**src/rtl/path_seq_arbiter.sv**
```systemverilog
`default_nettype none
// ============================================================================
// Module   : path_seq_arbiter
// Purpose  : Round-robin arbiter and sequencer for a shared launch->capture
//            register path. It grants one requester, then issues a launch
//            strobe with that requester's data. The data is held for a
//            programmable number of cycles. A capture strobe follows, and a
//            done pulse goes back to the granted requester.
// Options  : PATH_SEQ_XFER_COUNT_EN - adds a 16-bit wrapping transfer counter
//            output (xfer_count), incremented once per completed transfer.
// Revision : 1.0 - initial release
// ============================================================================
module path_seq_arbiter #(
  parameter int NUM_REQ = 4,
  parameter int DATA_W  = 8,
  parameter int HOLD_W  = 4
) (
  input  logic                      clk1,
  input  logic                      rst,
  input  logic [NUM_REQ-1:0]        req,
  input  logic [NUM_REQ*DATA_W-1:0] req_data,
  input  logic [HOLD_W-1:0]         hold_cycles,
  output logic [NUM_REQ-1:0]        gnt,
  output logic                      launch_en,
  output logic [DATA_W-1:0]         launch_data,
  output logic                      capture_en,
  output logic [NUM_REQ-1:0]        done,
  output logic                      busy
`ifdef PATH_SEQ_XFER_COUNT_EN
  ,
  output logic [15:0]               xfer_count
`endif
);

  localparam int IDX_W  = (NUM_REQ > 1) ? $clog2(NUM_REQ) : 1;
  localparam int IDX_W1 = IDX_W + 1;

  typedef enum logic [2:0] {
    S_IDLE    = 3'd0,
    S_LAUNCH  = 3'd1,
    S_HOLD    = 3'd2,
    S_CAPTURE = 3'd3,
    S_DONE    = 3'd4
  } state_t;

  state_t                r_state;
  state_t                w_state_nxt;
  logic [IDX_W-1:0]      r_ptr;
  logic [IDX_W-1:0]      r_idx;
  logic [NUM_REQ-1:0]    r_gnt;
  logic [DATA_W-1:0]     r_launch_data;
  logic [HOLD_W-1:0]     r_cnt;

  logic                  w_found;
  logic [IDX_W-1:0]      w_idx;
  logic [IDX_W1-1:0]     w_sum;
  logic [NUM_REQ-1:0]    w_oh;
  logic [DATA_W-1:0]     w_data;

  assign gnt         = r_gnt;
  assign launch_data = r_launch_data;

  // Round-robin search: first set request bit at or above the pointer, wrapping.
  // The sum stays below 2*NUM_REQ, so a single subtraction is enough to wrap it.
  always_comb begin
    w_found = 1'b0;
    w_idx   = '0;
    w_sum   = '0;
    for (int i = 0; i < NUM_REQ; i++) begin
      w_sum = {1'b0, r_ptr} + IDX_W1'(i);
      if (w_sum >= IDX_W1'(NUM_REQ)) begin
        w_sum = w_sum - IDX_W1'(NUM_REQ);
      end
      if (!w_found && req[w_sum[IDX_W-1:0]]) begin
        w_found = 1'b1;
        w_idx   = w_sum[IDX_W-1:0];
      end
    end
  end

  // Decode the winning index into a one-hot grant and select its data slice.
  always_comb begin
    w_oh   = '0;
    w_data = '0;
    for (int i = 0; i < NUM_REQ; i++) begin
      if (w_idx == IDX_W'(i)) begin
        w_oh[i] = 1'b1;
        w_data  = req_data[i*DATA_W +: DATA_W];
      end
    end
  end

  // State register; reset abandons any in-flight transfer.
  always_ff @(posedge clk1 or posedge rst) begin
    if (rst) begin
      r_state <= S_IDLE;
    end else begin
      r_state <= w_state_nxt;
    end
  end

  // Next-state logic and strobes that are decoded purely from the state.
  always_comb begin
    w_state_nxt = r_state;
    launch_en   = 1'b0;
    capture_en  = 1'b0;
    done        = '0;
    busy        = 1'b1;
    case (r_state)
      S_IDLE: begin
        busy = 1'b0;
        if (w_found) begin
          w_state_nxt = S_LAUNCH;
        end
      end
      S_LAUNCH: begin
        launch_en   = 1'b1;
        w_state_nxt = (r_cnt != '0) ? S_HOLD : S_CAPTURE;
      end
      S_HOLD: begin
        if (r_cnt == HOLD_W'(1)) begin
          w_state_nxt = S_CAPTURE;
        end
      end
      S_CAPTURE: begin
        capture_en  = 1'b1;
        w_state_nxt = S_DONE;
      end
      S_DONE: begin
        done        = r_gnt;
        w_state_nxt = S_IDLE;
      end
      default: begin
        busy        = 1'b0;
        w_state_nxt = S_IDLE;
      end
    endcase
  end

  // Transfer datapath: latch grant, data and hold count at grant; they stay frozen until done.
  always_ff @(posedge clk1 or posedge rst) begin
    if (rst) begin
      r_ptr         <= '0;
      r_idx         <= '0;
      r_gnt         <= '0;
      r_launch_data <= '0;
      r_cnt         <= '0;
    end else begin
      case (r_state)
        S_IDLE: begin
          if (w_found) begin
            r_idx         <= w_idx;
            r_gnt         <= w_oh;
            r_launch_data <= w_data;
            r_cnt         <= hold_cycles;
          end
        end
        S_HOLD: begin
          r_cnt <= r_cnt - 1'b1;
        end
        S_DONE: begin
          r_gnt <= '0;
          r_ptr <= (r_idx == IDX_W'(NUM_REQ - 1)) ? '0 : r_idx + 1'b1;
        end
        default: begin
        end
      endcase
    end
  end

`ifdef PATH_SEQ_XFER_COUNT_EN
  logic [15:0] r_xfer_count;

  assign xfer_count = r_xfer_count;

  // Completed-transfer counter; wraps naturally at 16 bits.
  always_ff @(posedge clk1 or posedge rst) begin
    if (rst) begin
      r_xfer_count <= '0;
    end else if (r_state == S_DONE) begin
      r_xfer_count <= r_xfer_count + 16'd1;
    end
  end
`endif

endmodule
`default_nettype wire

```
**config.mk**
```make
export PLATFORM = sky130hd
export DESIGN_NAME = path_seq_arbiter
export DESIGN_NICKNAME = d
export VERILOG_FILES = /design/src/rtl/path_seq_arbiter.sv
export SDC_FILE = /design/constraint.sdc
export NUM_CORES = 1
export LEC_CHECK = 0
export ABC_AREA = 1
export CORE_UTILIZATION = 45
export CTS_CLUSTER_SIZE = 40
export DETAILED_ROUTE_END_ITERATION = 16
export MAX_ROUTING_LAYER = met4
export PLACE_DENSITY = 0.83
export RECOVER_POWER = 100
export SLEW_MARGIN = 10
export SYNTH_ARGS = -nofsm -noshare
export SYNTH_HDL_FRONTEND = slang
export SYNTH_SLANG_ARGS = --single-unit
```
**constraint.sdc**
```tcl
create_clock -name clk1 -period 4.55 [get_ports clk1]
set_clock_uncertainty 0.15 [all_clocks]
set_input_delay 0.455 -clock clk1 [delete_from_list [all_inputs] [get_ports clk1]]
set_output_delay 0.455 -clock clk1 [all_outputs]
set_load 0.1 [all_outputs]
```
======== Word level (Yosys, flattened, before mapping) ========
Cells that the tools add are included.
word-level totals
  register bits ........................... 23
  input port bits ......................... 42
  output and inout port bits .............. 19
operators by class
  add/subtract/negate cells ............... 9
  order comparisons ....................... 8
  equality and inequality tests ........... 11
  mux-type cells .......................... 41
  reductions and logical operators ........ 16
operators by type and width
  cell                   count
  $mux W8                4
  $mux W2                9
  $mux W1                16
  $pmux W4 S2            2
  $lt A2 B3 Y1 const B   4
  $mux W4                3
  $pmux W3 S4            1
  $ge A3 B3 Y1 const B   3
  $bmux W1 S2            4
  $reduce_and A2 Y1      4
  $sub A2 B1 Y2 const B  4
  $add A2 B2 Y3 const B  2
  $eq A2 B2 Y1 const B   3
  $eq A3 B2 Y1 const B   2
  $mux W3                2
  $eq A4 B1 Y1 const B   1
  $ne A2 B2 Y1 const B   2
  $reduce_bool A2 Y1     2
  $reduce_bool A4 Y1     1
  $reduce_or A4 Y1       1
  $sub A4 B1 Y4 const B  1
  $add A2 B1 Y3 const B  1
  $eq A3 B1 Y1 const B   1
  $eq A3 B3 Y1 const B   1
  7 further kinds        11

======== Longest topological paths before layout ========
  depth after elaboration ................. 19
  mapped depth ............................ 16

======== Worst setup path before layout ========
Ideal clock, no wire load.
  path kind ............................... flip-flop to output port
  from .................................... register r_state[2]
  to ...................................... output port launch_en
  arrival ................................. 2.506 ns
  path slack .............................. 1.439 ns
  stages on the path, launching flop included .. 2
  path buffers ............................ 0
  cell sequence ........................... dfrtp_1 > nor3_1
between the ends
  longest elaborated chain between the ends .. 2
ends and longest elaborated chain
  what                      line  text
  start: declaration        46    state_t r_state;
  start signal: assignment  98    r_state <= w_state_nxt;
  $eq A3 B1 Y1              109   case (r_state)
  $mux W1                   109
  end: declaration          24    output logic launch_en,
Every way passes these cells.

======== Final worst setup path ========
  from .................................... register r_ptr[0]
  to ...................................... register r_launch_data[4], in the netlist launch_data[4]
between the ends
  longest elaborated chain between the ends .. 19
  elaborated cells between the ends (all ways) .. 46
ends and longest elaborated chain
  what                                                                    line  text
  start: declaration                                                      48    logic [IDX_W-1:0] r_ptr;
  start signal: assignment                                                163   r_ptr <= (r_idx == IDX_W'(NUM_REQ - 1)) ? '0 : r_idx + 1'b1;
  parallel branches: the longest is 19 deep, another holds $add A2 B1 Y3  --
  end signal: assignment                                                  154   r_launch_data <= w_data;
  end: declaration                                                        51    logic [DATA_W-1:0] r_launch_data;
Parallel ways; which one is timed is not known. The select of a mux whose other input is x is not followed.
A chain may end at the register's enable or synchronous reset.

==> tab_implementation.tex <==
\begin{tabular}{lr}
\hline
Metric & Value \\
\hline
\multicolumn{2}{l}{\textbf{Layout}} \\
Growth of design area from synthesis to finish & 35.81\% \\
Share of cells above drive strength 1 & 0.1086 \\
Net count reported at finish & 351 \\
Cell area after layout & 2354 um\^{}2 \\
Antenna diodes & 0 \\
\multicolumn{2}{l}{\textbf{Run}} \\
Total of max-cap violations & 0 \\
\multicolumn{2}{l}{\textbf{Drt}} \\
First drt pass iteration count & 4 \\
Final routed wirelength across all metal layers & 3992 um \\
Routed len/inst & 11.34 um \\
Total via count in the routed design & 1728 \\
Number of nets with antenna violations after detailed routing & 0 \\
Count of routing violations after the opening detailed-route iteration & roughly 100 \\
DRC violations left & 0 \\
Via density per instance & 4.909 \\
\multicolumn{2}{l}{\textbf{STA}} \\
Setup repair after global routing missed its margin & false \\
Worst slew margin relative to its limit & 0.3326 \\
Ratio of final minimum period to clock period & 0.7269 \\
Sum of negative setup slack & 0 ns \\
Final hold vios & 0 \\
Final worst path period need & 3.308 ns \\
Tightest Pin Transition & 0.9978 ns \\
Final Max Slew Viols & 0 \\
Total setup violations reported at the end of the flow & 0 \\
Achievable Freq & between 300 and 400 MHz \\
\multicolumn{2}{l}{\textbf{Synthesis}} \\
Leading post-synthesis cells by instance count & sky130\_fd\_sc\_hd\_\_nand2\_1 (78), sky130\_fd\_sc\_hd\_\_inv\_1 (31), sky130\_fd\_sc\_hd\_\_dfrtp\_1 (23) \\
Count of synthesis-stage warnings from yosys & 0 \\
Synth Instances & 246 \\
Number of storage elements in the synthesis netlist & 23 \\
Fraction of synthesized cell area taken by the top area cell type & 0.3321 \\
Dominant cell type by area after synthesis & sky130\_fd\_sc\_hd\_\_dfrtp\_1 \\
Net Count, Synth & $\sim$300 \\
Per-instance average area after synthesis & 7.044 um\^{}2 \\
Number of flops mapped to enable cells by yosys & 0 \\
Top FF cell, synth & sky130\_fd\_sc\_hd\_\_dfrtp\_1 \\
Number of library cell types mapped by synthesis & 33 \\
Sequential fraction of the synthesis area & 0.3321 \\
Post-synth design cell area & 1733 um\^{}2 \\
Top cells by area in the synthesized netlist & sky130\_fd\_sc\_hd\_\_dfrtp\_1 (33\%), sky130\_fd\_sc\_hd\_\_nand2\_1 (17\%), sky130\_fd\_sc\_hd\_\_inv\_1 (6.7\%) \\
Async set or reset register ratio after synthesis & 1.000 \\
Most numerous cell in the Yosys netlist & sky130\_fd\_sc\_hd\_\_nand2\_1 \\
\multicolumn{2}{l}{\textbf{CTS}} \\
Buffer cell driving the clock tree root & sky130\_fd\_sc\_hd\_\_clkbuf\_8 \\
\# resized after CTS & 0 \\
Level count of the clock H-tree & 1 \\
Buffer levels on the longest clock path & 2 \\
Worst-Skew Late Latency & approximately 0.27 ns \\
CTS Buf Count & 3 \\
TritonCTS sink count & 23 \\
Clock-pin slew of the registers on the worst-case setup and hold paths & about 0.090 ns \\
Setup Buffers After CTS & 0 \\
Hold-fix buffers at CTS & 0 \\
Clock tree from TritonCTS & built \\
\multicolumn{2}{l}{\textbf{Critical path}} \\
CP Capture Point & launch\_data[4]\$\_DFFE\_PP0P\_ \\
Signal arrival time at the worst endpoint & 3.31 ns \\
Worst reg2reg path endpoint & launch\_data[4]\$\_DFFE\_PP0P\_ \\
Required time of the critical path & between 4 and 5 ns \\
Startpoint Class & register \\
Minimum setup slack among reg-to-reg paths & 1.24 ns \\
Classification of the worst setup path & reg -> reg \\
Beginning of the worst register-to-register path & r\_ptr[0]\$\_DFFE\_PP0P\_ \\
Biggest fanout along the worst timing path & 20 \\
Depth of the worst register-to-register path & 13 \\
Worst Setup SP & r\_ptr[0]\$\_DFFE\_PP0P\_ \\
Crit end category & register \\
\multicolumn{2}{l}{\textbf{Global route}} \\
Vias in the first global route & 1526 \\
Maximum number of pins on one net before global-route repair & 24 \\
GR Util All Layers & 0.2162 \\
First-pass GRT wire length & 6824 um \\
Remaining Overflow, GRT & 0 \\
Number of antenna violations at the first check in global routing & 0 \\
\multicolumn{2}{l}{\textbf{Placed design}} \\
Placement-stage cell area & 2331 um\^{}2 \\
Count of buffers from port buffering & 60 \\
Detailed-placement wirelength estimate & 3061 um \\
Routability congestion estimate & 0.8200 \\
\multicolumn{2}{l}{\textbf{Die}} \\
Count of standard-cell rows & 22 \\
Die area & 4103 um\^{}2 \\
Chip Height & 64.06 um \\
Die outline width & 64.06 um \\
Starting density of the core & 0.4698 \\
Number of top-level pins & 61 \\
Core Region & about 3700 um\^{}2 \\
\multicolumn{2}{l}{\textbf{Outcome}} \\
Run status & finished clean \\
\multicolumn{2}{l}{\textbf{Hold path}} \\
Hold\_sp & r\_state[1]\$\_DFFE\_PP0P\_ \\
Hold Path Class & reg -> reg \\
\hline
\end{tabular}
[sequential cells by signal, indices dropped and copies added (netlist names)]
| signal | flops |
|---|---|
| r_idx | 2 |
| r_ptr | 2 |
| r_state | 3 |
| gnt | 4 |
| launch_data | 8 |
| r_cnt | 4 |
[worst min path at each step]
stage,depth (start not counted),endpoint
2_1_floorplan,1,gnt[0]$_DFFE_PP0P_
3_3_place_gp,1,r_ptr[0]$_DFFE_PP0P_
3_5_place_dp,2,launch_data[0]$_DFFE_PP0P_
4_1_cts,1,r_ptr[0]$_DFFE_PP0P_
5_1_grt,1,r_state[1]$_DFFE_PP0P_
6_report,1,r_state[1]$_DFFE_PP0P_
[metal layers]
metal / global-route usage / share of wire
met3: 0.04464 / 0.079
met5: - / 0
met1: 0.2740 / 0.45
met4: 0.05966 / 0.010
met2: 0.3484 / 0.46
[critical path, stage by stage (launching register included)]
cell and delay (ns):
sky130_fd_sc_hd__dfrtp_1 0.54, sky130_fd_sc_hd__clkinvlp_2 0.30, sky130_fd_sc_hd__nand2_1 0.13, sky130_fd_sc_hd__nand2_2 0.08
sky130_fd_sc_hd__nand2_1 0.07, sky130_fd_sc_hd__nand2_1 0.06, sky130_fd_sc_hd__nor2_1 0.27, sky130_fd_sc_hd__nand4_1 0.17
sky130_fd_sc_hd__nand2_1 0.73, sky130_fd_sc_hd__inv_1 0.15, sky130_fd_sc_hd__nand2_1 0.26, sky130_fd_sc_hd__nand3_1 0.12
sky130_fd_sc_hd__nand2_1 0.09, sky130_fd_sc_hd__nand2_1 0.06
[cells by family (layout without fill, tap and decap cells)]
kind of cell | Yosys count | in the layout | synth area share
fa+ha+maj | 4 | 4 | 0.02888
xor+xnor | 2 | 2 | 0.01011
simple gates | 151 | 151 | 0.4274
compound gates | 22 | 22 | 0.08014
buf+inv | 44 | 102 | 0.1213
flops | 23 | 23 | 0.3321
[layout by cell type, fill, tap and decap left out]
cell and n:
sky130_fd_sc_hd__nand3_2 10, sky130_fd_sc_hd__dfrtp_1 23, sky130_fd_sc_hd__a41oi_1 1, sky130_fd_sc_hd__o21ai_0 10, sky130_fd_sc_hd__ha_1 4, sky130_fd_sc_hd__o221ai_1 1
sky130_fd_sc_hd__a21oi_1 3, sky130_fd_sc_hd__clkinvlp_2 1, sky130_fd_sc_hd__o31ai_1 1, sky130_fd_sc_hd__o22ai_1 2, sky130_fd_sc_hd__nor4_1 1, sky130_fd_sc_hd__clkinv_2 1
sky130_fd_sc_hd__inv_2 5, sky130_fd_sc_hd__xnor2_1 1, sky130_fd_sc_hd__nand3_1 21, sky130_fd_sc_hd__nand2_4 1, sky130_fd_sc_hd__xor2_1 1, sky130_fd_sc_hd__o211ai_1 1
sky130_fd_sc_hd__nor2_1 18, sky130_fd_sc_hd__nor2_8 1, sky130_fd_sc_hd__nand2_2 3, sky130_fd_sc_hd__dlygate4sd3_1 20, sky130_fd_sc_hd__nand4_1 3, sky130_fd_sc_hd__nor2_2 7
sky130_fd_sc_hd__nor3_1 5, sky130_fd_sc_hd__clkbuf_8 3, sky130_fd_sc_hd__o21ai_4 1, sky130_fd_sc_hd__inv_1 32, sky130_fd_sc_hd__nand2_1 81, sky130_fd_sc_hd__a31oi_1 2
sky130_fd_sc_hd__clkdlybuf4s50_1 40
[final cells by class]
type / count / area [um^2]
sequential: 23 / 575.6
clock inverter: 1 / 5.005
multi-input combinational: 179 / 927.1
inverter: 38 / 143.9
timing repair buffer: 60 / 600.6
fill: 348 / 1335
clock buffer: 3 / 41.29
tap: 48 / 60.06
[through the flow]
step	std cells	worst slack, ns	hold WS (ns)	utilization
after CTS	352	1.488	0.3467	0.6445
after global routing	352	0.8579	0.3657	0.6381
final	352	1.242	0.3445	0.6381
after floorplan	246	1.439	0.3069	-
after global placement	348	1.708	0.3226	0.6320
after detailed placement	348	1.626	0.3238	0.6320
Power is not shown: default switching activity piles up to over one toggle a cycle in this logic, so the estimate is an artifact.
